--- config.mk ---
export PLATFORM = sky130hd
export DESIGN_NAME = mem_stage
export DESIGN_NICKNAME = d
export VERILOG_FILES = /design/src/rtl/mem_stage.sv
export SDC_FILE = /design/constraint.sdc
export NUM_CORES = 1
export LEC_CHECK = 0
export ABC_CLOCK_PERIOD_IN_PS = 1710
export CAP_MARGIN = 15
export CORE_ASPECT_RATIO = 0.5
export CORE_MARGIN = 1.5
export CORE_UTILIZATION = 43
export CTS_CLUSTER_DIAMETER = 50
export CTS_CLUSTER_SIZE = 40
export DETAILED_ROUTE_END_ITERATION = 8
export PLACE_DENSITY = 0.84
export SKIP_LAST_GASP = 1
export SLEW_MARGIN = 20
export SYNTH_ARGS = -nofsm -noshare
export SYNTH_HDL_FRONTEND = slang
export SYNTH_SLANG_ARGS = --single-unit
--- constraint.sdc ---
create_clock -name clk -period 1.71 [get_ports clk]
set_input_delay 0.171 -clock clk [delete_from_list [all_inputs] [get_ports clk]]
set_output_delay 0.171 -clock clk [all_outputs]
set_load 0.01 [all_outputs]
--- src/rtl/mem_stage.sv ---
// -----------------------------------------------------------------------------
// mem_stage : MEM pipeline stage
//
// Takes the EX/MEM register outputs, issues data-memory requests on a simple
// req/ack bus, resolves the branch/jump PC redirect and owns the MEM/WB
// pipeline register. While a load/store waits for its acknowledge the stage
// raises MEM_Stall (upstream holds EX/MEM) and writes bubbles into MEM/WB.
//
// Optional build macro: MEM_TIMEOUT_EN
//   defined   : a WAIT that sees no ack for TIMEOUT_CYCLES cycles is aborted,
//               completes with read data 32'hDEADBEEF and RegWrite_out forced
//               low, and mem_err pulses for one cycle.
//   undefined : WAIT lasts until ack; mem_err is tied low.
//
// Ports
//   clk, rst                  clock (rising edge), async active-low reset
//   *_in                      EX/MEM register contents
//   dmem_req/we/addr/wdata    memory request (address forced word aligned)
//   dmem_ack/rdata            memory acknowledge and load data
//   PCSrc, pc_target          PC redirect, combinational from EX/MEM
//   MEM_Stall                 hold IF..EX/MEM while an access is outstanding
//   mem_err                   timeout pulse
//   *_out                     MEM/WB register contents
//   wb_data_out               write-back value selected by MemtoReg_out
//
// FSM states
//   state  | meaning
//   S_IDLE | no access outstanding; requests issue straight from EX/MEM
//   S_WAIT | access outstanding; request driven from captured values
// -----------------------------------------------------------------------------
module mem_stage #(
    parameter int WIDTH          = 32,
    parameter int REG_ADDR_W     = 5,
    parameter int TIMEOUT_CYCLES = 255
) (
    input  logic                  clk,
    input  logic                  rst,

    input  logic                  RegWrite_in,
    input  logic [1:0]            MemtoReg_in,
    input  logic                  Branch_in,
    input  logic                  MemRead_in,
    input  logic                  MemWrite_in,
    input  logic                  Jump_in,
    input  logic [WIDTH-1:0]      jump_addr_in,
    input  logic [WIDTH-1:0]      branch_addr_in,
    input  logic                  ALU_zero_in,
    input  logic [WIDTH-1:0]      ALU_result_in,
    input  logic [WIDTH-1:0]      reg_read_data_2_in,
    input  logic [WIDTH-1:0]      pc_plus4_in,
    input  logic [REG_ADDR_W-1:0] EX_MEM_RegisterRd_in,

    output logic                  dmem_req,
    output logic                  dmem_we,
    output logic [WIDTH-1:0]      dmem_addr,
    output logic [WIDTH-1:0]      dmem_wdata,
    input  logic                  dmem_ack,
    input  logic [WIDTH-1:0]      dmem_rdata,

    output logic                  PCSrc,
    output logic [WIDTH-1:0]      pc_target,
    output logic                  MEM_Stall,
    output logic                  mem_err,

    output logic                  RegWrite_out,
    output logic [1:0]            MemtoReg_out,
    output logic [WIDTH-1:0]      mem_read_data_out,
    output logic [WIDTH-1:0]      ALU_result_out,
    output logic [WIDTH-1:0]      pc_plus4_out,
    output logic [REG_ADDR_W-1:0] MEM_WB_RegisterRd_out,
    output logic [WIDTH-1:0]      wb_data_out
);

    typedef enum logic [0:0] {
        S_IDLE = 1'b0,
        S_WAIT = 1'b1
    } state_t;

    // What the MEM/WB register loads on the next edge.
    localparam logic [1:0] WB_BUBBLE  = 2'd0;
    localparam logic [1:0] WB_INPUTS  = 2'd1;
    localparam logic [1:0] WB_LATCHED = 2'd2;
    localparam logic [1:0] WB_TIMEOUT = 2'd3;

    state_t state, state_nxt;

    logic                  mem_op;
    logic                  req_c;
    logic                  stall_c;
    logic                  capture;
    logic [1:0]            wb_act;

    // Access captured on entry to S_WAIT; EX/MEM inputs are ignored while waiting.
    logic                  lat_we;
    logic                  lat_reg_write;
    logic [1:0]            lat_mem_to_reg;
    logic [WIDTH-1:0]      lat_alu;
    logic [WIDTH-1:0]      lat_wdata;
    logic [WIDTH-1:0]      lat_pc_plus4;
    logic [REG_ADDR_W-1:0] lat_rd;

    logic                  timeout_hit;

    assign mem_op = MemRead_in | MemWrite_in;

`ifdef MEM_TIMEOUT_EN
    localparam int CNT_W = (TIMEOUT_CYCLES > 1) ? $clog2(TIMEOUT_CYCLES) : 1;

    // Down-counter loaded with TIMEOUT_CYCLES-1 on entry to S_WAIT; the WAIT
    // cycle that finds it at zero is the last one before the abort.
    logic [CNT_W-1:0] wait_cnt;
    logic             err_q;

    assign timeout_hit = (state == S_WAIT) && !dmem_ack && (wait_cnt == '0);

    always_ff @(posedge clk or negedge rst) begin
        if (!rst) begin
            wait_cnt <= '0;
            err_q    <= 1'b0;
        end else begin
            err_q <= timeout_hit;
            if (capture) begin
                wait_cnt <= CNT_W'(TIMEOUT_CYCLES - 1);
            end else if (state == S_WAIT) begin
                if (dmem_ack || timeout_hit) begin
                    wait_cnt <= '0;
                end else begin
                    wait_cnt <= wait_cnt - 1'b1;
                end
            end
        end
    end

    assign mem_err = err_q;
`else
    logic unused_timeout;

    assign unused_timeout = (TIMEOUT_CYCLES != 0);
    assign timeout_hit    = 1'b0;
    assign mem_err        = 1'b0;
`endif

    always_ff @(posedge clk or negedge rst) begin
        if (!rst) begin
            state <= S_IDLE;
        end else begin
            state <= state_nxt;
        end
    end

    always_comb begin
        state_nxt  = state;
        req_c      = 1'b0;
        stall_c    = 1'b0;
        capture    = 1'b0;
        wb_act     = WB_INPUTS;
        dmem_we    = 1'b0;
        dmem_addr  = '0;
        dmem_wdata = '0;

        case (state)
            S_IDLE: begin
                dmem_addr  = {ALU_result_in[WIDTH-1:2], 2'b00};
                dmem_wdata = reg_read_data_2_in;
                dmem_we    = MemWrite_in;
                req_c      = mem_op;
                if (mem_op && !dmem_ack) begin
                    stall_c   = 1'b1;
                    capture   = 1'b1;
                    wb_act    = WB_BUBBLE;
                    state_nxt = S_WAIT;
                end
            end
            S_WAIT: begin
                dmem_addr  = {lat_alu[WIDTH-1:2], 2'b00};
                dmem_wdata = lat_wdata;
                dmem_we    = lat_we;
                req_c      = 1'b1;
                if (dmem_ack) begin
                    wb_act    = WB_LATCHED;
                    state_nxt = S_IDLE;
                end else if (timeout_hit) begin
                    // Abort completes at this edge, so upstream may advance now.
                    wb_act    = WB_TIMEOUT;
                    state_nxt = S_IDLE;
                end else begin
                    stall_c = 1'b1;
                    wb_act  = WB_BUBBLE;
                end
            end
            default: begin
                state_nxt = S_IDLE;
            end
        endcase
    end

    // Gated by reset so an asserted reset kills the request immediately even
    // if EX/MEM still presents a memory operation.
    assign dmem_req  = rst & req_c;
    assign MEM_Stall = rst & stall_c;

    assign PCSrc     = Jump_in | (Branch_in & ALU_zero_in);
    assign pc_target = Jump_in ? jump_addr_in : branch_addr_in;

    always_ff @(posedge clk or negedge rst) begin
        if (!rst) begin
            lat_we         <= 1'b0;
            lat_reg_write  <= 1'b0;
            lat_mem_to_reg <= 2'b00;
            lat_alu        <= '0;
            lat_wdata      <= '0;
            lat_pc_plus4   <= '0;
            lat_rd         <= '0;
        end else if (capture) begin
            lat_we         <= MemWrite_in;
            lat_reg_write  <= RegWrite_in;
            lat_mem_to_reg <= MemtoReg_in;
            lat_alu        <= ALU_result_in;
            lat_wdata      <= reg_read_data_2_in;
            lat_pc_plus4   <= pc_plus4_in;
            lat_rd         <= EX_MEM_RegisterRd_in;
        end
    end

    // MEM/WB register. A bubble clears every field so nothing downstream can
    // act on stale data.
    always_ff @(posedge clk or negedge rst) begin
        if (!rst) begin
            RegWrite_out          <= 1'b0;
            MemtoReg_out          <= 2'b00;
            mem_read_data_out     <= '0;
            ALU_result_out        <= '0;
            pc_plus4_out          <= '0;
            MEM_WB_RegisterRd_out <= '0;
        end else begin
            case (wb_act)
                WB_INPUTS: begin
                    RegWrite_out          <= RegWrite_in;
                    MemtoReg_out          <= MemtoReg_in;
                    mem_read_data_out     <= dmem_rdata;
                    ALU_result_out        <= ALU_result_in;
                    pc_plus4_out          <= pc_plus4_in;
                    MEM_WB_RegisterRd_out <= EX_MEM_RegisterRd_in;
                end
                WB_LATCHED: begin
                    RegWrite_out          <= lat_reg_write;
                    MemtoReg_out          <= lat_mem_to_reg;
                    mem_read_data_out     <= dmem_rdata;
                    ALU_result_out        <= lat_alu;
                    pc_plus4_out          <= lat_pc_plus4;
                    MEM_WB_RegisterRd_out <= lat_rd;
                end
                WB_TIMEOUT: begin
                    RegWrite_out          <= 1'b0;
                    MemtoReg_out          <= lat_mem_to_reg;
                    mem_read_data_out     <= WIDTH'(32'hDEADBEEF);
                    ALU_result_out        <= lat_alu;
                    pc_plus4_out          <= lat_pc_plus4;
                    MEM_WB_RegisterRd_out <= lat_rd;
                end
                default: begin
                    RegWrite_out          <= 1'b0;
                    MemtoReg_out          <= 2'b00;
                    mem_read_data_out     <= '0;
                    ALU_result_out        <= '0;
                    pc_plus4_out          <= '0;
                    MEM_WB_RegisterRd_out <= '0;
                end
            endcase
        end
    end

    always_comb begin
        case (MemtoReg_out)
            2'b01:   wb_data_out = mem_read_data_out;
            2'b10:   wb_data_out = pc_plus4_out;
            default: wb_data_out = ALU_result_out;
        endcase
    end

endmodule

; ---- Yosys cells after proc, flatten, opt, wreduce, memory -nomap -nowiden
; Cells that the tools add are included.
[totals]
in_bits = 208
register_bits = 210
output_inout_bits = 237
elab_cells = 48
[op_classes]
muxes = 19
eq_ne = 5
reduce_logical = 4
bitwise = 6
[ops]
columns = operator, count
row1 = 32-bit one-hot mux with 2 select lines, 6
row2 = 32-bit two-way mux, 1
row3 = 5-bit one-hot mux with 2 select lines, 1
row4 = 1-bit one-hot mux with 2 select lines, 4
row5 = 2-bit one-hot mux with 2 select lines, 2
row6 = "2-bit == test, second input constant", 3
row7 = "2-bit by 1-bit == test with 1-bit output, second input constant", 2
row8 = 1-bit two-way mux, 4
row9 = 2-bit OR reduction, 2
row10 = 1-bit AND, 3
row11 = 2-bit two-way mux, 1
row12 = 1-bit OR, 2
row13 = 1-bit logical AND, 1
row14 = 1-bit logical NOT, 1
row15 = 1-bit inverter, 1

; ---- Logic depth before layout (Yosys ltp)
[depth]
word_depth = 7
mapped_depth = 7
ltp_nobuf = 4

; ---- Least setup slack after synthesis
; Ideal clock, no wire load.
[synth_timing]
path_kind = register -> output
from = register MemtoReg_out[0]
to = output wb_data_out[0]
slack_ns = 0.116
n_path_buf = 2
t_required_ns = 1.539
arrival_ns = 1.423
stages_incl_launch_ff = 7
path_cell_list = dfrtp_1 inv_1 ha_1 clkbuf_1 clkbuf_1 nand2_1 o21ai_0
[synth_via]
elab_chain_cells = 2
word_cells_on_any_way = 3
cone_classes = eq/ne (2) / mux (1)
[synth_lines]
columns = item, line_no
row1 = start: declaration, 66  ; output logic [1:0] MemtoReg_out,
row2 = start signal: assignment, 239  ; MemtoReg_out <= MemtoReg_in;
row3 = start signal: assignment, 247  ; MemtoReg_out <= lat_mem_to_reg;
row4 = start signal: assignment, 255  ; MemtoReg_out <= lat_mem_to_reg;
row5 = 2-bit == test or 2-bit by 1-bit == test with 1-bit output (tied branches), 274  ; case (MemtoReg_out)
row6 = 32-bit one-hot mux with 2 select lines (*), 274
row7 = end: declaration, 71  ; output logic [WIDTH-1:0] wb_data_out
; Every way passes the cells marked *; elsewhere a longest branch is shown, timed or not.

; ---- Final worst setup path
[layout_timing]
from = register MemtoReg_out[1]
to = output wb_data_out[3]
; The elaborated chain is that of the path after synthesis.

==> results.py <==
metrics = {
    "outcome": {
        "status": "complete, but fails checks",
        "failed_checks": "negative setup slack",
    },
    "synth": {
        "ys_seq_area_share_pct": 52.3,
        "synth-main-ff-cell": "dfrtp_1",
        "yosys.area.top_type_share_pct": 52.3,
        "synth_top_cell_by_area": "dfrtp_1",
        "yosys_warnings": 0,
        "synth_area_mm2": 0.0101,
        "netlist_instances": 728,
        "yosysUniqueCellTypes": 21,
        "avgSynthCellArea_um2": 13.8,
        "synthArstFlopShare_pct": 100,
        "synth_area_leaders": "dfrtp_1 52%, mux2_2 20%, mux2_4 9.0%, a22o_1 6.4%, a22oi_1 2.4%",
        "synth_most_common_cell": "dfrtp_1",
        "yosys-top-cells-count": "210 x dfrtp_1, 181 x mux2_2, 73 x a22o_1, 60 x mux2_4",
        "synth-edff-count": 0,
        "ys_ff_latch": 210,
    },
    "sta": {
        "hold_ws_ns": 0.198,
        "rsz0062_at_grt": "true",
        "fin_skew_ns": 0.0377,
        "period_minus_slack_ns": 2.20,
        "fin_crit_sh_pct": 129,
        "worst_pin_slew_ns": 0.921,
        "finalMaxSlewViolations": 0,
        "tns_ns": -61.92,
        "maxSlewHeadroom_pct": 38.6,
        "setup_viol": 302,
        "setup_slack_ns": -0.489,
        "clock.fmax_ghz": 0.455,
        "hold_viol": 0,
    },
    "worst_setup_path": {
        "critPathTopFamily": "flip-flops",
        "crit_buf_inv": 3,
        "crit_path_end_kind": "primary output",
        "cp_slowest_cell": "dfrtp_1",
        "required_ns": 1.54,
        "worstPathMaxFanout": 5,
        "regToRegEndpoint": "lat_wdata[10]",
        "crit_type": "register to primary output",
        "crit_path_max_incr_delay_ns": 0.46,
        "r2r_slack_ns": -0.33,
        "reg2reg_depth": 8,
        "arrival_ns": 2.03,
        "worstSetupStartpointType": "register",
        "path_cells": "inv_2 -> ha_4 -> clkbuf_16 -> a22oi_1 -> o21ai_2 -> buf_2",
        "critical_path.reg2reg.startpoint": "state",
    },
    "die": {
        "die_area_mm2": 0.0244,
        "std_cell_rows": 39,
        "die_x_um": 219,
        "dieHeight_um": 111,
        "start_util_pct": 43.9,
        "core-area_mm2": 0.0229,
        "io_pins": 445,
    },
    "finish": {
        "area_growth_pct": 72.6,
        "regArea_mm2": 0.00526,
        "multi_input_area_mm2": 0.00485,
        "layout-drive-gt1-share_pct": 42.5,
        "final_area_mm2": 0.0174,
        "nets": 1453,
        "nFillCells": 1259,
    },
    "power": {
        "p_leak_uw": 0.00786,
        "power.density_mw_per_mm2": 913,
        "ir_drop_mv": 0.779,
        "finalPower_uw": 15800,
    },
    "global_route": {
        "antenna_found_initial": 7,
        "grt_pass1_wl_mm": 59.9,
        "overflow": 0,
        "track_usage_pct": 33.4,
        "grt_max_degree": 144,
        "grt_pass1_vias": 9275,
    },
    "drt": {
        "ant_nets": 0,
        "drt-initial-drc-count": 970,
        "detail_route.first_pass.iterations": 5,
        "viasPerCell": 5.93,
        "routedWlPerCell_um": 30.0,
        "num_vias": 9282,
        "wirelength_mm": 46.9,
        "drcViolationCount": 0,
    },
    "placed_design": {
        "gp_congestion": 0.926,
        "placed_cell_area_mm2": 0.0149,
        "dp_slack_ns": -0.296,
        "dp_hpwl_mm": 26.7,
        "port_buffers": 441,
    },
    "clock_network": {
        "cts_made_buffers": 14,
        "clockRootBuffer": "clkbuf_16",
        "clock_sinks": 210,
        "cts_tree": "done",
        "clock_latency_ns": 0.53,
        "cts.htree.levels": 1,
        "clockBufferDepth": 3,
        "path_clk_slew_ns": 0.13,
    },
    "min_path": {
        "holdCritPathClass": "primary input to register",
        "whs_path_depth": 2,
        "hold_path_end": "mem_read_data_out[12]",
        "min-delay-start": "dmem_rdata[12]",
    },
    "flow_run": {
        "cap_violations": 0,
    },
}
[power breakdown]
group	leakage [uW]	switching, uW	internal [uW]
registers	0.00256	521	5660
logic	0.00506	2370	3400
clock network	0.000238	2120	1750
[cell families (layout without fill, tap and decap cells)]
| family | count (synthesis) | in the layout | share of synthesized area [%] |
|---|---|---|---|
| flip-flops | 210 | 210 | 52.3 |
| other | 1 | 11 | 0.0373 |
| AO/OA/AOI/OAI | 139 | 139 | 10.5 |
| AND/OR/NAND/NOR | 70 | 70 | 3.50 |
| multiplexers | 241 | 241 | 29.2 |
| adder cells (fa/ha/maj) | 2 | 2 | 0.249 |
| buffers and inverters | 65 | 585 | 4.23 |
[cell usage in the layout (no fill, tap or decap), drive strengths merged]
cell type	count
a22oi	32
clkdlybuf4s50	316
nor3	1
nor2	2
a22o	73
clkbuf	32
diode	8
dlygate4sd2	4
nor2b	33
and2	1
bufbuf	2
dfrtp	210
mux2	241
nand2	33
buf	198
dlygate4sd3	2
a21o	1
o21ai	32
clkdlybuf4s15	1
ha	2
o21a	1
dlymetal6s2s	21
clkinv	3
conb	3
inv	6
[worst max path at each step]
stage | startpoint | endpoint | slack, ns | cells past startpoint
after CTS | state | dmem_wdata[5] | -0.35 | 5
after floorplan | MemtoReg_out[0] | wb_data_out[0] | 0.12 | 6
after detailed placement | MemtoReg_out[1] | wb_data_out[28] | -0.30 | 6
final | MemtoReg_out[1] | wb_data_out[3] | -0.49 | 6
after global placement | MemtoReg_out[1] | wb_data_out[28] | -0.28 | 6
after global routing | MemtoReg_out[1] | wb_data_out[3] | -0.53 | 6
[area by class of cell]
cell class              instances  share of cell area (%)
clock inverters                 7                   0.656
diodes                          8                   0.115
clock buffers                  16                    2.18
flip-flops and latches        210                    30.3
repair buffers                560                    36.5
inverters                       2                  0.0433
well taps                     307                    2.21
multi-input cells             455                    28.0
[metrics by stage]
step           utilization [%]  cells
2_1_floorplan                -    730
3_3_place_gp              65.2   1448
3_5_place_dp              65.2   1448
4_1_cts                   71.8   1521
5_1_grt                   75.8   1564
6_report                  75.8   1565
[metal layers]
| layer | GRT usage (%) | share of wire [%] |
|---|---|---|
| met1 | 37.4 | 37 |
| met2 | 58.1 | 49 |
| met3 | 8.12 | 7.6 |
| met4 | 19.3 | 7.0 |
| met5 | 0 | 0 |
[repair_timing]
action / 4_1_cts / 5_1_grt
gates cloned: 17 / 18
pin swaps: 16 / 6
endpoints found under the setup margin: 181 / 272
gates resized for setup: 576 / 139
hold buffers: 2 / 0
setup buffers: 31 / 31
endpoints found under the hold margin: 212 / 0
Power figures use the tool's default switching activity.
